--- config.mk ---
export PLATFORM = sky130hd
export DESIGN_NAME = ldst_branch_encoder_flat
export DESIGN_NICKNAME = d
export VERILOG_FILES = /design/src/rtl/ldst_branch_encoder_if.sv /design/src/rtl/ldst_branch_encoder.sv /design/src/flat_wrapper.sv
export SDC_FILE = /design/constraint.sdc
export NUM_CORES = 1
export LEC_CHECK = 0
export ABC_AREA = 1
export BUFFER_PORTS_ARGS = -buffer_cell sky130_fd_sc_hd__clkbuf_2
export CAP_MARGIN = 20
export CORE_MARGIN = 2
export CORE_UTILIZATION = 58
export CTS_CLUSTER_DIAMETER = 150
export DETAILED_ROUTE_END_ITERATION = 8
export GPL_ROUTABILITY_DRIVEN = 0
export PLACE_DENSITY_LB_ADDON = 0.3
export SLEW_MARGIN = 20
export SYNTH_ARGS = -nofsm -noshare
export SYNTH_HDL_FRONTEND = slang
export SYNTH_SLANG_ARGS = --single-unit
--- constraint.sdc ---
create_clock -name CLK -period 2.5 [get_ports CLK]
set_input_delay 0.25 -clock CLK [delete_from_list [all_inputs] [get_ports CLK]]
set_output_delay 0.25 -clock CLK [all_outputs]
set_load 0.005 [all_outputs]
--- src/rtl/ldst_branch_encoder_if.sv ---
// ldst_branch_encoder_if: request, output word and error-report signals of the LEGv8 encoder
interface ldst_branch_encoder_if #(
   parameter int CNT_W = 16
);
   logic in_valid;
   logic in_ready;
   logic [1:0] in_fmt;
   logic in_st;
   logic [4:0] in_rn;
   logic [4:0] in_rt;
   logic [63:0] in_imm;
   logic out_valid;
   logic out_ready;
   logic [31:0] out_instr;
   logic [63:0] out_addr;
   logic err_valid;
   logic [1:0] err_code;
   logic [CNT_W-1:0] err_count;
   modport master (
      output in_valid, in_fmt, in_st, in_rn, in_rt, in_imm, out_ready,
      input in_ready, out_valid, out_instr, out_addr, err_valid, err_code, err_count
   );
   modport slave (
      input in_valid, in_fmt, in_st, in_rn, in_rt, in_imm, out_ready,
      output in_ready, out_valid, out_instr, out_addr, err_valid, err_code, err_count
   );
endinterface

--- src/rtl/ldst_branch_encoder.sv ---
// ldst_branch_encoder: packs LEGv8 D/B/CB instructions and streams them with byte addresses
module ldst_branch_encoder #(
   parameter logic [63:0] BASE_ADDR = 64'h0,
   parameter int CNT_W = 16
) (
   input logic CLK,
   input logic Reset,
   ldst_branch_encoder_if.slave bus
);
   logic a_valid_q, a_valid_d, a_err_q, a_err_d;
   logic [1:0] a_code_q, a_code_d;
   logic [31:0] a_instr_q, a_instr_d;
   logic b_valid_q, b_valid_d;
   logic [31:0] b_instr_q, b_instr_d;
   logic [63:0] b_addr_q, b_addr_d;
   logic err_valid_q, err_valid_d;
   logic [1:0] err_code_q, err_code_d;
   logic [CNT_W-1:0] err_count_q, err_count_d;
   logic b_free, accept, a_to_b, drop, fits, enc_err;
   logic [1:0] enc_code;
   logic [31:0] enc_instr;
   logic [10:0] d_opc;
   always_comb begin
      d_opc = bus.in_st ? 11'b11111000000 : 11'b11111000010;
      fits = bus.in_fmt == 2'b00 ? (&bus.in_imm[63:8] | ~|bus.in_imm[63:8]) :
             bus.in_fmt == 2'b01 ? (&bus.in_imm[63:25] | ~|bus.in_imm[63:25]) :
                                   (&bus.in_imm[63:18] | ~|bus.in_imm[63:18]);
      enc_err = bus.in_fmt == 2'b11 || !fits;
      enc_code = bus.in_fmt == 2'b11 ? 2'b10 : 2'b01;
      enc_instr = bus.in_fmt == 2'b00 ? {d_opc, bus.in_imm[8:0], 2'b00, bus.in_rn, bus.in_rt} :
                  bus.in_fmt == 2'b01 ? {6'b000101, bus.in_imm[25:0]} :
                                        {8'b10110100, bus.in_imm[18:0], bus.in_rt};
   end
   // An error entry always leaves A next cycle, so it never blocks a new capture
   always_comb begin
      b_free = !b_valid_q || bus.out_ready;
      a_to_b = a_valid_q && !a_err_q && b_free;
      drop = a_valid_q && a_err_q;
      bus.in_ready = !a_valid_q || a_err_q || b_free;
      accept = bus.in_valid && bus.in_ready;
      a_valid_d = accept || (a_valid_q && !a_err_q && !b_free);
      a_err_d = accept ? enc_err : a_err_q;
      a_code_d = accept ? enc_code : a_code_q;
      a_instr_d = accept ? enc_instr : a_instr_q;
      b_valid_d = a_to_b || (b_valid_q && !bus.out_ready);
      b_instr_d = a_to_b ? a_instr_q : b_instr_q;
      b_addr_d = (b_valid_q && bus.out_ready) ? b_addr_q + 64'd4 : b_addr_q;
      err_valid_d = drop;
      err_code_d = drop ? a_code_q : err_code_q;
      err_count_d = (drop && !(&err_count_q)) ? err_count_q + 1'b1 : err_count_q;
   end
   always_ff @(posedge CLK) begin
      if (Reset) begin
         a_valid_q <= 1'b0;
         a_err_q <= 1'b0;
         a_code_q <= 2'b00;
         a_instr_q <= 32'h0;
         b_valid_q <= 1'b0;
         b_instr_q <= 32'h0;
         b_addr_q <= BASE_ADDR;
         err_valid_q <= 1'b0;
         err_code_q <= 2'b00;
         err_count_q <= '0;
      end else begin
         a_valid_q <= a_valid_d;
         a_err_q <= a_err_d;
         a_code_q <= a_code_d;
         a_instr_q <= a_instr_d;
         b_valid_q <= b_valid_d;
         b_instr_q <= b_instr_d;
         b_addr_q <= b_addr_d;
         err_valid_q <= err_valid_d;
         err_code_q <= err_code_d;
         err_count_q <= err_count_d;
      end
   end
   assign bus.out_valid = b_valid_q;
   assign bus.out_instr = b_instr_q;
   assign bus.out_addr = b_addr_q;
   assign bus.err_valid = err_valid_q;
   assign bus.err_code = err_code_q;
   assign bus.err_count = err_count_q;
endmodule

--- src/flat_wrapper.sv ---
// flat-port wrapper written by rule: the top's interface ports become plain ports
module ldst_branch_encoder_flat 
#(
   parameter logic [63:0] BASE_ADDR = 64'h0,
   parameter int CNT_W = 16
)
  (CLK, Reset, bus_in_valid, bus_in_fmt, bus_in_st, bus_in_rn, bus_in_rt, bus_in_imm, bus_out_ready, bus_in_ready, bus_out_valid, bus_out_instr, bus_out_addr, bus_err_valid, bus_err_code, bus_err_count);
  ldst_branch_encoder_if #(.CNT_W(CNT_W)) bus_i ();
  input logic CLK;
  input logic Reset;
  input wire logic [$bits(bus_i.in_valid)-1:0] bus_in_valid;
  input wire logic [$bits(bus_i.in_fmt)-1:0] bus_in_fmt;
  input wire logic [$bits(bus_i.in_st)-1:0] bus_in_st;
  input wire logic [$bits(bus_i.in_rn)-1:0] bus_in_rn;
  input wire logic [$bits(bus_i.in_rt)-1:0] bus_in_rt;
  input wire logic [$bits(bus_i.in_imm)-1:0] bus_in_imm;
  input wire logic [$bits(bus_i.out_ready)-1:0] bus_out_ready;
  output wire logic [$bits(bus_i.in_ready)-1:0] bus_in_ready;
  output wire logic [$bits(bus_i.out_valid)-1:0] bus_out_valid;
  output wire logic [$bits(bus_i.out_instr)-1:0] bus_out_instr;
  output wire logic [$bits(bus_i.out_addr)-1:0] bus_out_addr;
  output wire logic [$bits(bus_i.err_valid)-1:0] bus_err_valid;
  output wire logic [$bits(bus_i.err_code)-1:0] bus_err_code;
  output wire logic [$bits(bus_i.err_count)-1:0] bus_err_count;
  assign bus_i.in_valid = bus_in_valid;
  assign bus_i.in_fmt = bus_in_fmt;
  assign bus_i.in_st = bus_in_st;
  assign bus_i.in_rn = bus_in_rn;
  assign bus_i.in_rt = bus_in_rt;
  assign bus_i.in_imm = bus_in_imm;
  assign bus_i.out_ready = bus_out_ready;
  assign bus_in_ready = bus_i.in_ready;
  assign bus_out_valid = bus_i.out_valid;
  assign bus_out_instr = bus_i.out_instr;
  assign bus_out_addr = bus_i.out_addr;
  assign bus_err_valid = bus_i.err_valid;
  assign bus_err_code = bus_i.err_code;
  assign bus_err_count = bus_i.err_count;
  ldst_branch_encoder #(.BASE_ADDR(BASE_ADDR), .CNT_W(CNT_W)) u_core (.CLK(CLK), .Reset(Reset), .bus(bus_i));
endmodule
==> metrics.md <==
| Metric | Value |
|---|---|
| Status | complete, no violations |
| Largest net degree at the start of global routing | 59 |
| Boundary pin count | 198 |
| Fin Setup TNS | 0 ps |
| Initial core utilization | 58.6% |
| Die Y | 119 um |
| Final setup violation count | 0 |
| First-pass GRT wire length | 35.4 mm |
| Total CTS buffers | 17 |
| HPWL after detailed placement | 16.0 mm |
| R2R Path Start | u_core.bus.out_addr[2] |
| Core Region | 13,100 sq um |
| Final hold vios | 0 |
| Post_cts resized | 0 |
| Least-Margin Pin Slew | 652 ps |
| DR WL/cell | 13.9 um |
| Total GRT Usage | 30.8% |
| Clock Skews | 8.88 ps |
| Via density | 5.32 |
| Arr. time, crit path | 2190 ps |
| 1st-pass router iterations | 5 |
| Vias | 8,284 |
| Clk sinks | 146 |
| Element type at the critical path start | flop |
| Overflow after GRT | 0 |
| Vias in the first global route | 7,639 |
| Synth cell types | 44 |
| Max-slew violations | 0 |
| Most frequent cell after synthesis | nand2_1 |
| Mapped Avg Cell Area | 6.51 sq um |
| Global routing's busiest layer | met2 |
| Flops & latches, synth | 146 |
| Crit share post-route | 74.6% |
| Cell Count, Final, Fillers Out | 1,556 |
| Mapped Cells | 1,179 |
| Routed Antenna Nets | 0 |
| Layout area overhead | 22.2% |
| Nets@finish | 1,450 |
| Routing usage on met1 | 36.3% |
| Cts hold-fix bufs | 0 |
| Yosys top cell area share | 38.1% |
| RSZ-0062 raised after global routing | no |
| Fill cells | 1,139 |
| I/O Buffers | 195 |
| HP Start | bus_in_rt[2] |
| DRC violations left | 0 |
| Antenna Cells | 0 |
| H-Tree Depth | 4 |
| Clk_lat worst skew | 430 ps |
| Worst setup path startpoint | u_core.bus.out_addr[2] |
| CP Class | reg -> reg |
| Number of synthesized flops with an enable pin | 0 |
| Maximum VDD drop | 0.430 mV |
| Top cells by area, synth | dfxtp_1 38%, nand2_1 14%, nor2_1 13% |
| Fmax | 0.536 GHz |
| Sequential-to-total area share from yosys stat | 38.1% |
| Final min period | 1860 ps |
| Ratio of cells with drive above 1 in the final layout | 20.6% |
| TritonCTS clock tree | built |
| Synth area leader | dfxtp_1 |
| CP Capture Type | flop |
| Antenna violations before repair | 0 |
| Met3 Track Usage GR | 7.18% |
| Slew margin rel. | 56.4% |
| Pwr/cell area | 582 nW/um^2 |
| Main synth FF type | dfxtp_1 |
| Worst-path fanout max | 7 |
| Cell Count Post-Placement | 1,524 |
| CTS max path bufs | 2 |
| Root Driver | clkbuf_16 |
| WL final | 21.6 mm |
| Clock-pin slew on the worst setup and hold paths | 60 ps |
| Die Wd | 119 um |
| HP Class | in -> reg |
| CP required | 2820 ps |
| Met2 Usage GRT | 53.6% |
| Number of post-CTS setup repair buffers | 0 |
| Max cap viols | 0 |
| Ys Warns | 0 |
| Leakage | 4.07 nW |
| Synth top cells by count | 282 x nand2_1, 271 x nor2_1, 146 x dfxtp_1 |
| Synthesized cell area | 7670 sq um |
| Die ar. | 14,200 sq um |
| Initial DRC Count | 784 |
| Row cnt | 42 |
| Asr flop ratio synth | 0% |
[cells by family after synthesis]
kind of cell               synth area share [%]
buffers and inverters                      7.16
other                                    0.0489
AOI/OAI and AO/OA                          12.4
and+or+nand+nor                            38.4
DFF                                        38.1
adders and majority gates                 0.326
xor gates and xnor gates                   3.54
[layout make-up]
cell class / count / area (sq um) / share of cell area, %
multi-input cells: 894 / 4200 / 44.8
flip-flops and latches: 146 / 2920 / 31.2
repair buffers: 203 / 1040 / 11.1
clock buffers: 18 / 439 / 4.68
inverters: 105 / 397 / 4.23
well taps: 176 / 220 / 2.35
clock inverters: 14 / 155 / 1.66
[power by group]
group / switching (mW) / internal [mW] / total [mW] / leakage [nW]
logic: 0.270 / 0.164 / 0.434 / 2.60
clock network: 1.06 / 1.51 / 2.57 / 0.288
registers: 0.0457 / 2.41 / 2.45 / 1.19
total: 1.38 / 4.08 / 5.46 / 4.07
[critical path: stages (launching register included)]
cell	delay, ps
dfxtp_1	380
ha_1	190
inv_1	80
nor2_4	200
nand3_1	170
nor2_1	160
nand3_1	110
nor3_1	240
nand3_1	110
nand2_1	70
nor2_1	40
[final timing paths]
check | slack (ps) | cells past startpoint | endpoint
min reg2reg | 450 | 2 | u_core.bus.out_instr[17]
max | 640 | 10 | u_core.bus.out_addr[52]
max reg2reg | 640 | 10 | u_core.bus.out_addr[52]
min | 60 | 3 | u_core.a_instr_q[2]
[layer usage]
layer	vias to the layer above	part of all wire (%)	routed length [um]
met5	-	0	0
li1	4170	-	-
met2	341	49	10600
met1	3713	41	8810
met3	60	6.8	1470
met4	0	3.2	690
[per-stage QoR]
| stage | worst slack, ps | hold WS [ps] | instance area [sq um] | util [%] | power, mW |
|---|---|---|---|---|---|
| floorplan | 932 | 340 | 7680 | - | 2.73 |
| global placement | 699 | 439 | 8780 | 67.1 | 2.92 |
| detailed placement | 652 | 443 | 8780 | 67.1 | 2.93 |
| CTS | 643 | 58.6 | 9370 | 71.6 | 5.47 |
| global route | 478 | 67.1 | 9370 | 71.6 | 5.65 |
| finish | 636 | 64.0 | 9370 | 71.6 | 5.46 |
[registers in the layout, summed over array words and instances (netlist names)]
signal and count:
u_core.a_code_q 2, u_core.a_err_q 1, u_core.a_instr_q 30, u_core.a_valid_q 1, u_core.bus.err_code 2, u_core.bus.err_count 16, u_core.bus.err_valid 1, u_core.bus.out_addr 62
u_core.bus.out_instr 30, u_core.bus.out_valid 1
[layout by cell type, fill, tap and decap left out, types with 2 or more instances in the layout]
master	synthesis	routed
clkbuf_2	0	195
clkinvlp_4	0	2
nor2_1	271	271
conb_1	1	2
dfxtp_1	146	146
a221oi_1	4	4
a41oi_1	2	2
xor2_1	19	19
bufinv_16	0	2
clkinv_4	0	4
nor2_2	14	14
o21ai_0	79	79
o21ai_1	2	2
nand3_1	54	54
clkinv_2	0	2
o22ai_1	2	2
ha_1	2	2
o21a_1	2	2
xnor2_1	12	12
buf_4	4	8
nand3_2	4	4
and2_1	3	3
nand2_4	2	2
a22oi_1	9	9
nor2_8	2	2
nand4_1	19	19
inv_6	0	4
nor4_1	2	2
nand2_1	282	282
nor3_1	14	14
clkbuf_16	0	17
inv_1	97	96
nand2_2	7	7
a21oi_1	53	53
inv_2	6	7
nor2_4	6	6
a31oi_1	16	16
a211oi_1	2	2
(Power assumes the default switching activity.)
